==> config.mk <==
export PLATFORM = sky130hd
export DESIGN_NAME = alu_logic_sequencer
export DESIGN_NICKNAME = d
export VERILOG_FILES = /design/src/rtl/alu_logic_sequencer.sv
export SDC_FILE = /design/constraint.sdc
export NUM_CORES = 1
export LEC_CHECK = 0
export CORE_MARGIN = 2
export CORE_UTILIZATION = 42
export CTS_CLUSTER_DIAMETER = 30
export CTS_CLUSTER_SIZE = 12
export DETAILED_ROUTE_END_ITERATION = 12
export PLACE_DENSITY = 0.77
export SETUP_SLACK_MARGIN = 0.02
export SLEW_MARGIN = 25
export SYNTH_ARGS = -nofsm -noshare
export SYNTH_HDL_FRONTEND = slang
export SYNTH_SLANG_ARGS = --single-unit
==> constraint.sdc <==
create_clock -name clk -period 1.6 [get_ports clk]
set_input_delay 0.24 -clock clk [delete_from_list [all_inputs] [get_ports clk]]
set_output_delay 0.24 -clock clk [all_outputs]
set_load 0.03 [all_outputs]
==> src/rtl/alu_logic_sequencer.sv <==
// alu_logic_sequencer: gathers operand beats for the 8-bit logic unit, drives its A/B/S registers,
// and captures its combinational result onto a valid/ready result port with a zero flag and op counter.
module alu_logic_sequencer #(
    parameter int WIDTH = 8,
    parameter int CNT_W = 8
) (
    input  logic             clk,
    input  logic             rst_n,
    input  logic             in_valid,
    output logic             in_ready,
    input  logic [WIDTH-1:0] in_data,
    input  logic [1:0]       in_op,
    output logic [WIDTH-1:0] alu_a,
    output logic [WIDTH-1:0] alu_b,
    output logic [1:0]       alu_s,
    input  logic [WIDTH-1:0] alu_out,
    output logic             res_valid,
    input  logic             res_ready,
    output logic [WIDTH-1:0] res_data,
    output logic             res_zero,
    output logic [CNT_W-1:0] op_count
);
    typedef enum logic [1:0] {IDLE, LOAD_B, EXEC, RESP} state_t;
    state_t            r_state;
    state_t            w_next;
    logic [WIDTH-1:0]  r_a;
    logic [WIDTH-1:0]  r_b;
    logic [1:0]        r_s;
    logic [WIDTH-1:0]  r_res;
    logic              r_zero;
    logic [CNT_W-1:0]  r_cnt;
    logic              w_in_fire;
    logic              w_res_fire;
    assign w_in_fire  = in_valid && in_ready;
    assign w_res_fire = res_valid && res_ready;
    always_ff @(posedge clk or negedge rst_n) begin
        if (!rst_n)
            r_state <= IDLE;
        else
            r_state <= w_next;
    end
    // NOT needs only operand A, so it skips LOAD_B
    always_comb begin
        w_next = r_state;
        case (r_state)
            IDLE:    w_next = w_in_fire ? ((in_op == 2'b11) ? EXEC : LOAD_B) : IDLE;
            LOAD_B:  w_next = w_in_fire ? EXEC : LOAD_B;
            EXEC:    w_next = RESP;
            RESP:    w_next = w_res_fire ? IDLE : RESP;
            default: w_next = IDLE;
        endcase
    end
    always_comb begin
        in_ready  = (r_state == IDLE) || (r_state == LOAD_B);
        res_valid = (r_state == RESP);
    end
    always_ff @(posedge clk or negedge rst_n) begin
        if (!rst_n) begin
            r_a    <= '0;
            r_b    <= '0;
            r_s    <= '0;
            r_res  <= '0;
            r_zero <= 1'b0;
            r_cnt  <= '0;
        end else begin
            if (w_in_fire && r_state == IDLE) begin
                r_a <= in_data;
                r_s <= in_op;
                if (in_op == 2'b11)
                    r_b <= '0;
            end
            if (w_in_fire && r_state == LOAD_B)
                r_b <= in_data;
            if (r_state == EXEC) begin
                r_res  <= alu_out;
                r_zero <= (alu_out == '0);
            end
            if (w_res_fire)
                r_cnt <= r_cnt + CNT_W'(1);
        end
    end
    assign alu_a    = r_a;
    assign alu_b    = r_b;
    assign alu_s    = r_s;
    assign res_data = r_res;
    assign res_zero = r_zero;
    assign op_count = r_cnt;
endmodule
==> Yosys cells after proc, flatten, opt, wreduce, memory -nomap -nowiden <==
Index checks and enable logic that the tools add are counted.
{ "totals": {"ff_bits": 37, "out_inout_bits": 37, "elab_cells": 30} }
{ "op_classes": {"n_addsub": 1, "n_eq_ne": 4, "mux": 8, "reduce_logical": 10} }
{ "op_table": {"columns": ["op", "n"], "rows": [
  ["2-to-1 mux 8 bit", 3],
  ["adder 8 x 1 -> 8 bit, second input constant", 1],
  ["zero test 8 bit", 1],
  ["2-to-1 mux 2 bit", 4],
  ["one-hot mux 2 bit (4 select lines)", 1],
  ["== test 2 bit, second input constant", 3],
  ["logical AND 1 bit", 4],
  ["nonzero test 2 bit", 2],
  ["== test 2 x 1 -> 1 bit, second input constant", 1],
  ["zero test 2 bit", 1],
  ["AND reduction 2 bit", 1],
  ["logical OR 1 bit", 1]
]} }

==> Depth between registers and ports, before layout <==
{ "depth": {"word_depth": 6, "ltp_mapped": 4} }

==> Worst setup path after synthesis <==
Ideal clock, no wire load.
{ "synth_timing": {"path_type": "register to register", "start": "register r_state[1]", "end": "register r_a[0], in the netlist alu_a[0]", "t_arrival_ns": 1.378, "required_time_ns": 1.475, "setup_slack_ns": 0.097, "path_stages_with_launch": 5, "synth_period_minus_slack_ns": 1.503, "path_cell_list": "dfrtp_1 inv_1 and3_1 buf_2 mux2_2"} }
{ "synth_between": {"elab_chain_len": 4} }
{ "synth_rtl": {"columns": ["element", "line", "rtl"], "rows": [
  ["start, declared", "24", "state_t r_state;"],
  ["start signal, assigned", "40", "r_state <= w_next;"],
  ["== test 2 x 1 -> 1 bit / zero test 2 bit (equally long branches)", "54", "in_ready = (r_state == IDLE) || (r_state == LOAD_B);"],
  ["logical OR 1 bit *", "54", null],
  ["via in_ready", "10", "output logic in_ready,"],
  ["logical AND 1 bit *", "34", "assign w_in_fire = in_valid && in_ready;"],
  ["logical AND 1 bit *", "66", "if (w_in_fire && r_state == IDLE) begin"],
  ["end signal, assigned", "67", "r_a <= in_data;"],
  ["end, declared", "26", "logic [WIDTH-1:0] r_a;"]
]} }
The timed path passes the listed nets; every way through them passes the cells marked *.
A chain may end at the register's enable or synchronous reset.

==> Worst setup path after layout <==
{ "layout_timing": {"start": "register r_state[1]", "end": "output port in_ready"} }
{ "layout_between": {"elab_chain_len": 2} }
{ "layout_rtl": {"columns": ["element", "line"], "rows": [
  ["== test 2 x 1 -> 1 bit / zero test 2 bit (equally long branches)", "54"],
  ["logical OR 1 bit *", "54"],
  ["end, declared", "10"]
]} }
Every way passes the cells marked *; elsewhere a longest branch is shown, timed or not.

==> results.cfg <==
[logic_synthesis]
syn-num-nets = 131
syn_area_mm2 = 0.00147
syn_inst = 108
ys_warn_count = 0
synth_top_family_by_area = multiplexers
synthAdderAreaFrac_pct = 0.853
synth_mux_area_share_pct = 13.8
synth-compound-area-share_pct = 6.31
synth-seq-cells = 37
ys_types = 22
syn_area_per_cell_um2 = 13.6
yosys.area_share.simple_pct = 9.90
synthXorXnorAreaFrac_pct = 4.18
ys_seq_area_share_pct = 63.1

[global_route]
overflow = 0
grt_pass1_vias = 1179
grt_pass1_wl_um = 5590
grtUsageTotal_pct = 18.3
antenna_found_initial = 0
grt_max_degree = 38

[final_layout]
antenna-diode-count = 0
drive_above_1_share_pct = 18.9
multiInputGateArea_um2 = 514
area_delta_synth_final_pct = 45.6
design_area_mm2 = 0.00214
layout_commonest_cell = dfrtp_1
regArea_um2 = 926
fin_nets = 197
fill_cells = 296
final_cell_mix = 37 x dfrtp_1, 35 x dlygate4sd2_1, 20 x clkdlybuf4s50_1

[route]
drc = 0
wire_per_inst_um = 14.6
vias = 1076
wl_um = 3230
dr.pass1.iters = 4
vias_per_cell = 4.87
ant_nets = 0
drt-initial-drc-count = 41

[placement]
io_buffers = 58
post-place-ws_ns = -0.120
placed_cell_area_mm2 = 0.00212
gp_congestion = 0.817
dp_hpwl_um = 2440

[power_and_ir_drop]
switching_power_uw = 1870
comb_power_share_pct = 51.9
p_int_uw = 2390
pwr-share-clk_pct = 11.0
leakage_uw = 0.00103
power.density_mw_per_mm2 = 1990
swShare_pct = 44.0
seq_power_share_pct = 37.0
ir_drop_mv = 0.950

[floorplan]
die_h_um = 63.1
initial_utilization_pct = 43.9
boundaryPins = 59
core_mm2 = 0.00334
fp.dieW_um = 63.1
rows = 21
fp.dieArea_mm2 = 0.00398

[setup_path]
ff2ff_setup_slack_ns = 0.19
start_kind = flip-flop
crit_path_cell_trace = inv_1 > clkdlybuf4s15_1
r2r_end = res_data[7]$_DFFE_PN0P_
crit_cells = 2
crit_fanout = 4
path_class = reg2out
endpoint = in_ready
worstPathArrival_ns = 1.24
rr_worst_depth = 3
r2r_start = r_state[0]$_DFF_PN0_
crit_slowest_cell = dfrtp_1
cp_data_required_time_ns = 1.36
path_buf_inv = 2
crit_family = buffers and inverters
crit_start = r_state[1]$_DFF_PN0_
end_kind = primary output
max_stage_delay_ns = 0.41

[sta]
clock_skew_ns = 0.00638
fmax_ghz = 0.675
slew_headroom_pct = 69.6
fin_ws_ns = 0.118
holdWs_ns = 0.477
rsz0062_at_grt = false
slew_violations = 0
setup_viol = 0
hold_viol = 0
period_needed_ns = 1.48
finalCritPeriodShare_pct = 92.6
worstMarginPinSlew_ns = 0.456

[clock_network]
cts_root_buf = clkbuf_4
clockBufferDepth = 2
insertion_delay_ns = 0.34
htree_num_levels = 2
cts_num_sinks = 37
cts_tree = done
cts_setup_buffers = 0
cts_buffers = 5
clkTransAtPathRegs_ns = 0.11

[run]
cap_violations = 0

[hold_path]
holdCritPathClass = in2async

[run_status]
status = complete, no violations
-- final cells by class --
| cell class | instances | area share, % |
|---|---|---|
| flip-flops and latches | 37 | 43.4 |
| repair buffers | 63 | 27.1 |
| inverters | 2 | 0.351 |
| well taps | 46 | 2.69 |
| clock inverters | 2 | 0.469 |
| clock buffers | 6 | 1.93 |
| multi-input cells | 65 | 24.1 |
-- logic make-up (layout without fill, tap and decap cells) --
| group | after synthesis | in the layout |
|---|---|---|
| fa+ha+maj | 1 | 1 |
| xor+xnor | 7 | 7 |
| flops | 37 | 37 |
| mux | 18 | 18 |
| simple gates | 28 | 28 |
| compound gates | 11 | 11 |
| buf+inv | 6 | 73 |
-- worst min-delay path by stage --
stage,from,to,cells past startpoint
after detailed placement,rst_n,op_count[3]$_DFFE_PN0P_,2
after floorplan,rst_n,alu_a[0]$_DFFE_PN0P_,0
after global routing,op_count[7]$_DFFE_PN0P_,op_count[7]$_DFFE_PN0P_,1
after global placement,rst_n,op_count[4]$_DFFE_PN0P_,2
after CTS,rst_n,op_count[7]$_DFFE_PN0P_,3
final,rst_n,res_data[5]$_DFFE_PN0P_,3
-- layer usage --
layer | part of all wire [%] | up-vias | track usage (%) | routed length, um
met5 | 0 | - | 0 | 0
met4 | 1.5 | 0 | 6.67 | 49
met3 | 7.4 | 7 | 7.14 | 239
met2 | 49 | 42 | 29.8 | 1590
met1 | 42 | 507 | 22.0 | 1350
li1 | - | 520 | - | -
-- flip-flops by register name, indices dropped and copies added, names as in the netlist --
signal	count
alu_a	8
r_state	2
alu_b	8
res_data	8
alu_s	2
res_zero	1
op_count	8
-- per-stage QoR --
| stage | TNS (ns) | total power, uW | utilization [%] | std cells |
|---|---|---|---|---|
| 2_1_floorplan | 0 | 3030 | - | 108 |
| 5_1_grt | 0 | 4530 | 64.0 | 221 |
| 3_5_place_dp | -0.918 | 4130 | 63.6 | 212 |
| 4_1_cts | 0 | 4310 | 64.1 | 221 |
| 6_report | 0 | 4260 | 64.0 | 221 |
| 3_3_place_gp | -0.624 | 4050 | 63.6 | 212 |
-- synthesized netlist by cell type (all sizes together) --
cell type,number,area (um^2)
nand2b,1,6.26
xor2,2,17.5
nor3,1,5.00
or3b,1,8.76
buf,3,15.0
nand4,2,12.5
dfrtp,37,926
o311ai,1,8.76
nand3,2,10.0
mux2,18,203
and3,4,25.0
a21oi,1,8.76
nor2,1,3.75
nor4,3,25.0
ha,1,12.5
o21ai,1,5.00
clkbuf,1,3.75
nand2,13,48.8
inv,2,7.51
a22o,8,70.1
xnor2,5,43.8
-- what timing repair did --
action                                  4_1_cts  5_1_grt
pin swaps                                     0        0
hold buffers                                  1        0
hold endpoints to repair                     37        0
gates resized for setup                      37        3
cloned                                        0        0
endpoints found under the setup margin       37        2
-- worst reg2reg max path: cells and delay by family (launching register included) --
family / cells / cell delay (ns)
buf+inv: 1 / 0.14
flops: 1 / 0.40
simple gates: 1 / 0.38
mux: 1 / 0.39
-- power by group through the flow --
stage               Combinational (uW)  Clock (uW)  Sequential (uW)
global placement                  2460           0             1590
CTS                               2240         488             1580
detailed placement                2520           0             1610
global route                      2360         537             1640
floorplan                          693           0             2340
finish                            2210         469             1580
No activity file was read; power rests on OpenSTA's default activity.
